## src/rtl/imem_fetch_pkg.sv

```systemverilog
// Shared types and defaults for the instruction-fetch controller.
package imem_fetch_pkg;
  localparam int          IMEM_AW_DEF  = 7;
  localparam logic [31:0] RESET_PC_DEF = 32'h0000_0000;
  localparam logic [31:0] PC_STEP      = 32'd4;

  typedef struct packed {
    logic [31:0] pc;
    logic [31:0] ir;
  } fetch_entry_t;

  function automatic logic [31:0] word_align(input logic [31:0] pc);
    return pc & ~32'h3;
  endfunction
endpackage

```

## src/rtl/imem_fetch_ctrl_if.sv

```systemverilog
// Fetch-to-decode valid/ready handshake carrying {pc, ir}.
interface imem_fetch_ctrl_if;
  logic        out_valid;
  logic        out_ready;
  logic [31:0] out_pc;
  logic [31:0] out_ir;

  modport master (output out_valid, output out_pc, output out_ir, input out_ready);
  modport slave  (input out_valid, input out_pc, input out_ir, output out_ready);
endinterface

```

## src/rtl/imem_fetch_ctrl_fetch_buf2.sv

```systemverilog
// Two-entry FIFO of fetch_entry_t; flush overrides push and pop.
module fetch_buf2
  import imem_fetch_pkg::*;
(
  input  logic         clk,
  input  logic         rst,
  input  logic         push,
  input  fetch_entry_t push_data,
  input  logic         pop,
  input  logic         flush,
  output fetch_entry_t head,
  output logic [1:0]   occ
);
  fetch_entry_t entry_reg [2];
  logic         wr_ptr_reg;
  logic         rd_ptr_reg;
  logic [1:0]   occ_reg;

  genvar gi;
  generate
    for (gi = 0; gi < 2; gi++) begin : g_entry
      always_ff @(posedge clk or posedge rst) begin
        if (rst)
          entry_reg[gi] <= '0;
        else if (push && !flush && (wr_ptr_reg == 1'(gi)))
          entry_reg[gi] <= push_data;
      end
    end
  endgenerate

  always_ff @(posedge clk or posedge rst) begin
    if (rst) begin
      wr_ptr_reg <= 1'b0;
      rd_ptr_reg <= 1'b0;
      occ_reg    <= 2'd0;
    end else if (flush) begin
      wr_ptr_reg <= 1'b0;
      rd_ptr_reg <= 1'b0;
      occ_reg    <= 2'd0;
    end else begin
      if (push) wr_ptr_reg <= ~wr_ptr_reg;
      if (pop)  rd_ptr_reg <= ~rd_ptr_reg;
      occ_reg <= occ_reg + {1'b0, push} - {1'b0, pop};
    end
  end

  assign head = entry_reg[rd_ptr_reg];
  assign occ  = occ_reg;
endmodule

```

## src/rtl/imem_fetch_ctrl.sv

```systemverilog
// Fetch PC, one outstanding IMem read and credit-limited 2-entry delivery queue.
// Optional perf counters are built when IMEM_FETCH_PERF_EN is defined.
module imem_fetch_ctrl
  import imem_fetch_pkg::*;
#(
  parameter int          IMEM_AW  = IMEM_AW_DEF,
  parameter logic [31:0] RESET_PC = RESET_PC_DEF
) (
  input  logic               clk,
  input  logic               rst,
  output logic [IMEM_AW-1:0] imem_addr,
  input  logic [31:0]        imem_rdata,
  input  logic               halt,
  input  logic               redirect_valid,
  input  logic [31:0]        redirect_pc,
  imem_fetch_ctrl_if.master  dec
`ifdef IMEM_FETCH_PERF_EN
  ,
  output logic [31:0]        perf_fetch_cnt,
  output logic [31:0]        perf_stall_cnt
`endif
);
  logic [31:0]  fetch_pc_reg, fetch_pc_next;
  logic         req_valid_reg, req_valid_next;
  logic [31:0]  req_pc_reg, req_pc_next;
  logic [1:0]   occ;
  logic [2:0]   credit;
  logic         pop, push, issue;
  fetch_entry_t head;

  assign pop    = dec.out_valid & dec.out_ready;
  assign push   = req_valid_reg & ~redirect_valid;
  // Entries held plus the read in flight must leave room after this cycle's pop.
  assign credit = {1'b0, occ} + {2'b00, req_valid_reg};
  assign issue  = ~halt & ~redirect_valid & (credit < (3'd2 + {2'b00, pop}));

  always_ff @(posedge clk or posedge rst) begin
    if (rst) begin
      fetch_pc_reg  <= RESET_PC;
      req_valid_reg <= 1'b0;
      req_pc_reg    <= 32'd0;
    end else begin
      fetch_pc_reg  <= fetch_pc_next;
      req_valid_reg <= req_valid_next;
      req_pc_reg    <= req_pc_next;
    end
  end

  always_comb begin
    fetch_pc_next  = fetch_pc_reg;
    req_valid_next = 1'b0;
    req_pc_next    = req_pc_reg;
    if (redirect_valid) begin
      fetch_pc_next = word_align(redirect_pc);
    end else if (issue) begin
      req_valid_next = 1'b1;
      req_pc_next    = fetch_pc_reg;
      fetch_pc_next  = fetch_pc_reg + PC_STEP;
    end
  end

  fetch_buf2 u_buf (
    .clk       (clk),
    .rst       (rst),
    .push      (push),
    .push_data ('{pc: req_pc_reg, ir: imem_rdata}),
    .pop       (pop),
    .flush     (redirect_valid),
    .head      (head),
    .occ       (occ)
  );

  assign imem_addr     = fetch_pc_reg[IMEM_AW+1:2];
  assign dec.out_valid = (occ != 2'd0) & ~redirect_valid;
  assign dec.out_pc    = head.pc;
  assign dec.out_ir    = head.ir;

`ifdef IMEM_FETCH_PERF_EN
  logic [31:0] perf_fetch_cnt_reg;
  logic [31:0] perf_stall_cnt_reg;

  always_ff @(posedge clk or posedge rst) begin
    if (rst) begin
      perf_fetch_cnt_reg <= 32'd0;
      perf_stall_cnt_reg <= 32'd0;
    end else begin
      if (push)                           perf_fetch_cnt_reg <= perf_fetch_cnt_reg + 32'd1;
      if (dec.out_ready && !dec.out_valid) perf_stall_cnt_reg <= perf_stall_cnt_reg + 32'd1;
    end
  end

  assign perf_fetch_cnt = perf_fetch_cnt_reg;
  assign perf_stall_cnt = perf_stall_cnt_reg;
`endif
endmodule

```

## src/flat_wrapper.sv

```systemverilog
// flat-port wrapper written by rule: the top's interface ports become plain ports
module imem_fetch_ctrl_flat import imem_fetch_pkg::*;
#(
  parameter int          IMEM_AW  = IMEM_AW_DEF,
  parameter logic [31:0] RESET_PC = RESET_PC_DEF
)
  (clk, rst, imem_addr, imem_rdata, halt, redirect_valid, redirect_pc, dec_out_valid, dec_out_pc, dec_out_ir, dec_out_ready);
  imem_fetch_ctrl_if dec_i ();
  input  logic clk;
  input  logic rst;
  output logic [IMEM_AW-1:0] imem_addr;
  input  logic [31:0] imem_rdata;
  input  logic halt;
  input  logic redirect_valid;
  input  logic [31:0] redirect_pc;
  output wire logic [$bits(dec_i.out_valid)-1:0] dec_out_valid;
  output wire logic [$bits(dec_i.out_pc)-1:0] dec_out_pc;
  output wire logic [$bits(dec_i.out_ir)-1:0] dec_out_ir;
  input wire logic [$bits(dec_i.out_ready)-1:0] dec_out_ready;
  assign dec_out_valid = dec_i.out_valid;
  assign dec_out_pc = dec_i.out_pc;
  assign dec_out_ir = dec_i.out_ir;
  assign dec_i.out_ready = dec_out_ready;
  imem_fetch_ctrl #(.IMEM_AW(IMEM_AW), .RESET_PC(RESET_PC)) u_core (.clk(clk), .rst(rst), .imem_addr(imem_addr), .imem_rdata(imem_rdata), .halt(halt), .redirect_valid(redirect_valid), .redirect_pc(redirect_pc), .dec(dec_i));
endmodule
```

## config.mk

```make
export PLATFORM = sky130hd
export DESIGN_NAME = imem_fetch_ctrl_flat
export DESIGN_NICKNAME = d
export VERILOG_FILES = /design/src/rtl/imem_fetch_pkg.sv /design/src/rtl/imem_fetch_ctrl_if.sv /design/src/rtl/imem_fetch_ctrl_fetch_buf2.sv /design/src/rtl/imem_fetch_ctrl.sv /design/src/flat_wrapper.sv
export SDC_FILE = /design/constraint.sdc
export NUM_CORES = 1
export LEC_CHECK = 0
export CAP_MARGIN = 30
export CORE_UTILIZATION = 48
export DETAILED_ROUTE_END_ITERATION = 10
export PLACE_DENSITY = 0.76
export SKIP_CTS_REPAIR_TIMING = 1
export SYNTH_ARGS = -nofsm -noshare
export SYNTH_HDL_FRONTEND = slang
export SYNTH_SLANG_ARGS = --single-unit
```

## constraint.sdc

```tcl
create_clock -name clk -period 5.6 [get_ports clk]
set_input_delay 0.84 -clock clk [delete_from_list [all_inputs] [get_ports clk]]
set_output_delay 0.84 -clock clk [all_outputs]
set_load 0.02 [all_outputs]
```

==> out/results.ini, run 1 <==
[outcome]
outcome = complete, no violations

[sta]
finalHoldViolations = 0
min_period_ns = 3.32
slew_headroom = 0.348
rsz0062_at_grt = no
final.setup.tns_ns = 0
setup_violations = 0
min_period_over_period = 0.593
tightest_slew_ns = 0.978
fmax_mhz = 301
drv_slew = 0
fin_worst_skew_ns = 0.00951

[clock_network]
numClockSinks = 189
cts_tree = done
clk_pin_slew_ns = 0.06
cts_buffer_depth = 2
htree_levels = 4
numCtsBuffers = 17
cts_root_buffer = clkbuf_16
worst_skew_pair.late_latency_ns = 0.43

[power_and_ir_drop]
pwr-share-comb = 0.323
p_total_mw = 4.82
switchingPower_mw = 1.43
peakVddDrop_mv = 0.264
power_density_nw_per_um2 = 449
seq_power_share = 0.427
internal_power_mw = 3.40
pwr-share-clk = 0.250
switching_share = 0.295
p_leak_nw = 4.49

[route]
drt_iter0_drc = 322
vias_per_cell = 5.52
top_layer_used = met4
wl_met3_um = 635
antenna_left = 0
wl_per_cell_um = 17.8
routed-via-count = 5527
drtPass1Iterations = 6
wl_met1_um = 7890
route.detailed.drc = 0
wirelength_um = 17800
wl_met2_um = 9030

[cells_and_area]
fill_cells = 1362
mostFrequentLayoutCells = 211 x mux2_2, 188 x dfrtp_1, 135 x clkdlybuf4s50_1, 26 x nand2_1
regArea_um2 = 4730
layout.nets = 837
drive_above_1_share = 0.338
final_area_um2 = 10700
mostFrequentLayoutCell = mux2_2
largest_reg_flops = 124
area_delta_synth_final_pct = 24.9
diodes = 0
instances_no_fill = 1001
multi_input_area_um2 = 3650

[yosys]
yosysSeqAreaShare = 0.550
synth-edff-count = 0
syn_avg_cell_area_um2 = 13.4
synth_cells = 643
async_flop_share = 1.00
synth_area_um2 = 8600
ys_types = 43
ys_ff_latch = 189
yosysWarningCount = 0
synth-main-ff-cell = dfrtp_1

[die]
die_x_um = 136
fp.dieH_um = 136
core.rowCount = 48
fp.coreArea_um2 = 17400
dieArea_um2 = 18400
ios = 141
start_util = 0.494

[critical_path]
crit_fanout = 39
start_kind = flop
cp-end-kind = output port
cp.arrival_ns = 2.48
critPathKind = flop to output port
cp.required_ns = 4.76

[global_routing]
grt_max_degree = 190
grt_pass1_vias = 5771
antenna_found_initial = 0
grt.total_usage = 0.204
grt_pass1_wl_um = 29100
overflow = 0

[run]
drv_cap = 0

[placement]
dp_hpwl_um = 11700
placedInstanceArea_um2 = 10100
globalplace.congestion = 0.846
numPlacedInstances = 969
numPortBuffers = 136

[worst_hold_path]
min_path_type = flop to flop

cells in the mapped netlist, types with 2 or more instances:
cell,number,area [um^2]
mux2_2,211,2380
dfrtp_1,189,4730
nand2_1,26,97.6
nand3_1,18,90.1
nor2_1,18,67.6
o21ai_0,17,85.1
buf_2,15,75.1
buf_4,12,90.1
nand4_1,12,75.1
xor2_1,12,105
clkbuf_1,11,41.3
nor2b_1,9,56.3
or4_1,9,67.6
a22oi_1,8,60.1
a31oi_1,7,43.8
and3_1,7,43.8
mux2_1,6,67.6
and2_1,5,31.3
and4_1,5,43.8
buf_1,5,18.8
ha_1,5,62.6
inv_1,4,15.0
xnor2_1,4,35.0
nor3_1,3,15.0
o31ai_1,3,22.5
or3_1,3,18.8
mux2i_1,2,20.0
nor2_2,2,12.5
worst paths after layout:
kind | start | to | slack (ns) | depth (start not counted)
hold / removal | u_core.u_buf.entry_reg[111] | u_core.u_buf.entry_reg[111] | 0.48 | 1
min in group asynchronous | rst | u_core.u_buf.entry_reg[64] | 1.09 | 3
hold reg to reg | u_core.u_buf.entry_reg[111] | u_core.u_buf.entry_reg[111] | 0.48 | 1
setup reg to reg | u_core.req_valid_reg | u_core.req_pc_reg[13] | 2.86 | 6
max in group asynchronous | rst | u_core.u_buf.rd_ptr_reg | 3.80 | 3
setup / recovery | u_core.u_buf.rd_ptr_reg | dec_out_pc[15] | 2.28 | 4
critical path: stages, from the launching register on:
cell	delay, ns
dfrtp_2	0.45
buf_12	0.27
buf_4	0.37
mux2_2	0.39
clkdlybuf4s50_1	0.57
kinds of logic (layout without fill, tap and decap cells):
kind of cell,after synthesis,count (layout),share of synthesized area
multiplexers,219,219,0.287
other,1,2,0.000436
AND/OR/NAND/NOR,123,123,0.0799
AO/OA/AOI/OAI,42,42,0.0309
flip-flops,189,189,0.550
adder cells (fa/ha/maj),5,5,0.00728
XOR/XNOR,16,16,0.0163
buffers and inverters,48,180,0.0284
through the flow:
stage | worst slack [ns] | hold slack, ns | utilization
after floorplan | 2.33 | 0.454 | -
after global placement | 2.25 | 0.464 | 0.579
after detailed placement | 2.19 | 0.471 | 0.582
after CTS | 2.25 | 0.485 | 0.617
after global routing | 2.17 | 0.491 | 0.617
final | 2.28 | 0.483 | 0.617
power groups by stage:
| stage | Sequential, mW | Combinational [mW] | Clock (mW) |
|---|---|---|---|
| 2_1_floorplan | 1.99 | 1.02 | 0 |
| 3_3_place_gp | 2.05 | 1.51 | 0 |
| 3_5_place_dp | 2.09 | 1.57 | 0 |
| 4_1_cts | 2.06 | 1.58 | 1.23 |
| 5_1_grt | 2.12 | 1.66 | 1.28 |
| 6_report | 2.06 | 1.56 | 1.21 |
area by class of cell:
class	count	share of cell area
flip-flops and latches	189	0.441
clock inverters	12	0.0127
multi-input cells	407	0.340
well taps	225	0.0262
inverters	5	0.00210
clock buffers	20	0.0435
repair buffers	143	0.135
per-layer routing:
layer  GRT usage  up-vias
met1       0.264     2807
met2       0.345      133
met4      0.0762        0
li1            -     2566
met5           0        -
met3      0.0306       21
No activity file was read; power rests on OpenSTA's default activity.
==> run 2: changes to the inputs <==
==> constraint.sdc (replaced) <==
create_clock -name clk -period 3 [get_ports clk]
set_input_delay 0.45 -clock clk [delete_from_list [all_inputs] [get_ports clk]]
set_output_delay 0.45 -clock clk [all_outputs]
set_load 0.02 [all_outputs]
==> run 2 against run 1 <==
Cell count is 0.50% higher. Die area stayed put. Routed wire length is 0.18% lower. Via count is 1.1% lower. Power is 87% higher. First-iteration DRC count is 15% lower.
==> out/results.ini, run 2 (synthesis results as in run 1) <==
[critical_path]
slowest_delay_ns = 0.70  ; was 0.57 ns
start_kind = flop  ; unchanged
cp.arrival_ns = 2.33  ; was 2.48 ns
cp.required_ns = 2.55  ; was 4.76 ns
rrSetupSlack_ns = 0.47  ; was 2.86 ns
r2r-start = u_core.req_valid_reg  ; unchanged
cp_num_cells = 3  ; was 4
cp_top_family = buffers and inverters  ; unchanged
crit_fanout = 24  ; was 39
endpoint = dec_out_pc[14]  ; was dec_out_pc[15]
cp-end-kind = output port  ; unchanged
r2r_cells = 7  ; was 6
critPathKind = flop to output port  ; unchanged
crit_start = u_core.u_buf.rd_ptr_reg  ; unchanged
crit_buf_inv = 2  ; was 3
cp_slowest_cell = dfrtp_2  ; was clkdlybuf4s50_1
path_cells = buf_12, mux2_2, clkdlybuf4s50_1  ; was buf_12, buf_4, mux2_2, clkdlybuf4s50_1
reg2reg_to = u_core.fetch_pc_reg[25]  ; was u_core.req_pc_reg[13]

[route]
drtPass1Iterations = 5  ; was 6
antenna_left = 0  ; unchanged
wirelength_um = 17800  ; about the same
wl_per_cell_um = 17.7  ; was 17.8 um
routed-via-count = 5465  ; was 5527
vias_per_cell = 5.43  ; was 5.52
route.detailed.drc = 0  ; unchanged
drt_iter0_drc = 275  ; was 322

[die]
fp.dieH_um = 136  ; unchanged
dieArea_um2 = 18400  ; unchanged
die_x_um = 136  ; unchanged
core.rowCount = 48  ; unchanged
start_util = 0.494  ; unchanged
ios = 141  ; unchanged
fp.coreArea_um2 = 17400  ; unchanged

[global_routing]
grt_pass1_vias = 5754  ; was 5771
antenna_found_initial = 0  ; unchanged
grt_pass1_wl_um = 29200  ; was 29100 um
overflow = 0  ; unchanged
grt_max_degree = 63  ; was 190
grt.total_usage = 0.206  ; was 0.204

[clock_network]
cts_buffer_depth = 2  ; unchanged
numClockSinks = 189  ; unchanged
cts_root_buffer = clkbuf_16  ; unchanged
cts_tree = done  ; unchanged
worst_skew_pair.late_latency_ns = 0.42  ; was 0.43 ns
htree_levels = 4  ; unchanged
clk_pin_slew_ns = 0.07  ; was 0.06 ns
numCtsBuffers = 17  ; unchanged

[placement]
globalplace.congestion = 0.823  ; was 0.846
numPlacedInstances = 974  ; was 969
numPortBuffers = 136  ; unchanged
dp_hpwl_um = 12200  ; was 11700 um

[sta]
min_period_over_period = 0.928
drv_slew = 0  ; unchanged
min_period_ns = 2.78
hold_ws_ns = 0.318  ; was 0.483 ns
rsz0062_at_grt = no  ; unchanged
fmax_mhz = 359
final.setup.tns_ns = 0  ; unchanged
slew_headroom = 0.565  ; was 0.348
fin_worst_skew_ns = 0.0105  ; was 0.00951 ns
setup_violations = 0  ; unchanged
tightest_slew_ns = 0.651  ; was 0.978 ns
finalHoldViolations = 0  ; unchanged

[cells_and_area]
mostFrequentLayoutCell = mux2_2  ; unchanged
layout.nets = 842  ; was 837
drive_above_1_share = 0.341  ; was 0.338
area_delta_synth_final_pct = 26.0  ; was 24.9%
fill_cells = 1325  ; was 1362
largest_reg_flops = 124  ; unchanged
fin_util = 0.622  ; was 0.617
diodes = 0  ; unchanged
mostFrequentLayoutCells = 211 x mux2_2, 188 x dfrtp_1, 135 x clkdlybuf4s50_1, 26 x nand2_1  ; unchanged
instances_no_fill = 1006  ; was 1001

[outcome]
outcome = complete, no violations  ; unchanged

[power_and_ir_drop]
peakVddDrop_mv = 0.477  ; was 0.264 mV
p_leak_nw = 4.54  ; was 4.49 nW
power_density_nw_per_um2 = 835  ; was 449 nW/um^2

[run]
drv_cap = 0  ; unchanged

[worst_hold_path]
min_path_type = input pin to flop  ; was flop to flop

[run 2: cell type report]
class	count	area (um^2)	area share
Clock inverter	14	166	0.0154
Timing Repair Buffer	148	1550	0.143
Inverter	5	22.5	0.00208
Sequential cell	189	4730	0.437
Clock buffer	18	429	0.0396
Tap cell	225	282	0.0260
Multi-Input combinational cell	407	3650	0.337
[run 2: metal layers]
layer  track usage  part of all wire  vias up
li1              -                 -     2560
met3        0.0391             0.038       16
met1         0.276              0.45     2739
met2         0.338              0.50      150
met4        0.0618             0.011        0
met5             0                 0        -
[run 2: worst min path at each step]
stage | start | end | slack [ns] | cells past startpoint
2_1_floorplan | u_core.u_buf.entry_reg[108] | u_core.u_buf.entry_reg[108] | 0.45 | 1
3_3_place_gp | u_core.u_buf.entry_reg[113] | u_core.u_buf.entry_reg[113] | 0.46 | 1
3_5_place_dp | u_core.u_buf.entry_reg[112] | u_core.u_buf.entry_reg[112] | 0.47 | 1
4_1_cts | redirect_valid | u_core.u_buf.occ[1] | 0.30 | 2
5_1_grt | redirect_valid | u_core.u_buf.occ[1] | 0.31 | 2
6_report | redirect_valid | u_core.u_buf.wr_ptr_reg | 0.32 | 2
[run 2: metrics by stage]
step / worst slack (ns) / cell area, um^2 / power [mW]
2_1_floorplan: 0.116 / 8600 / 5.61
3_3_place_gp: 0.370 / 10200 / 6.68
3_5_place_dp: 0.370 / 10200 / 6.85
4_1_cts: 0.183 / 10800 / 9.14
5_1_grt: 0.125 / 10800 / 9.51
6_report: 0.216 / 10800 / 9.04
[run 2: power by group]
group / total, mW / switching, mW / internal [mW]
logic: 2.91 / 1.22 / 1.69
clock network: 2.27 / 0.957 / 1.32
registers: 3.86 / 0.482 / 3.37
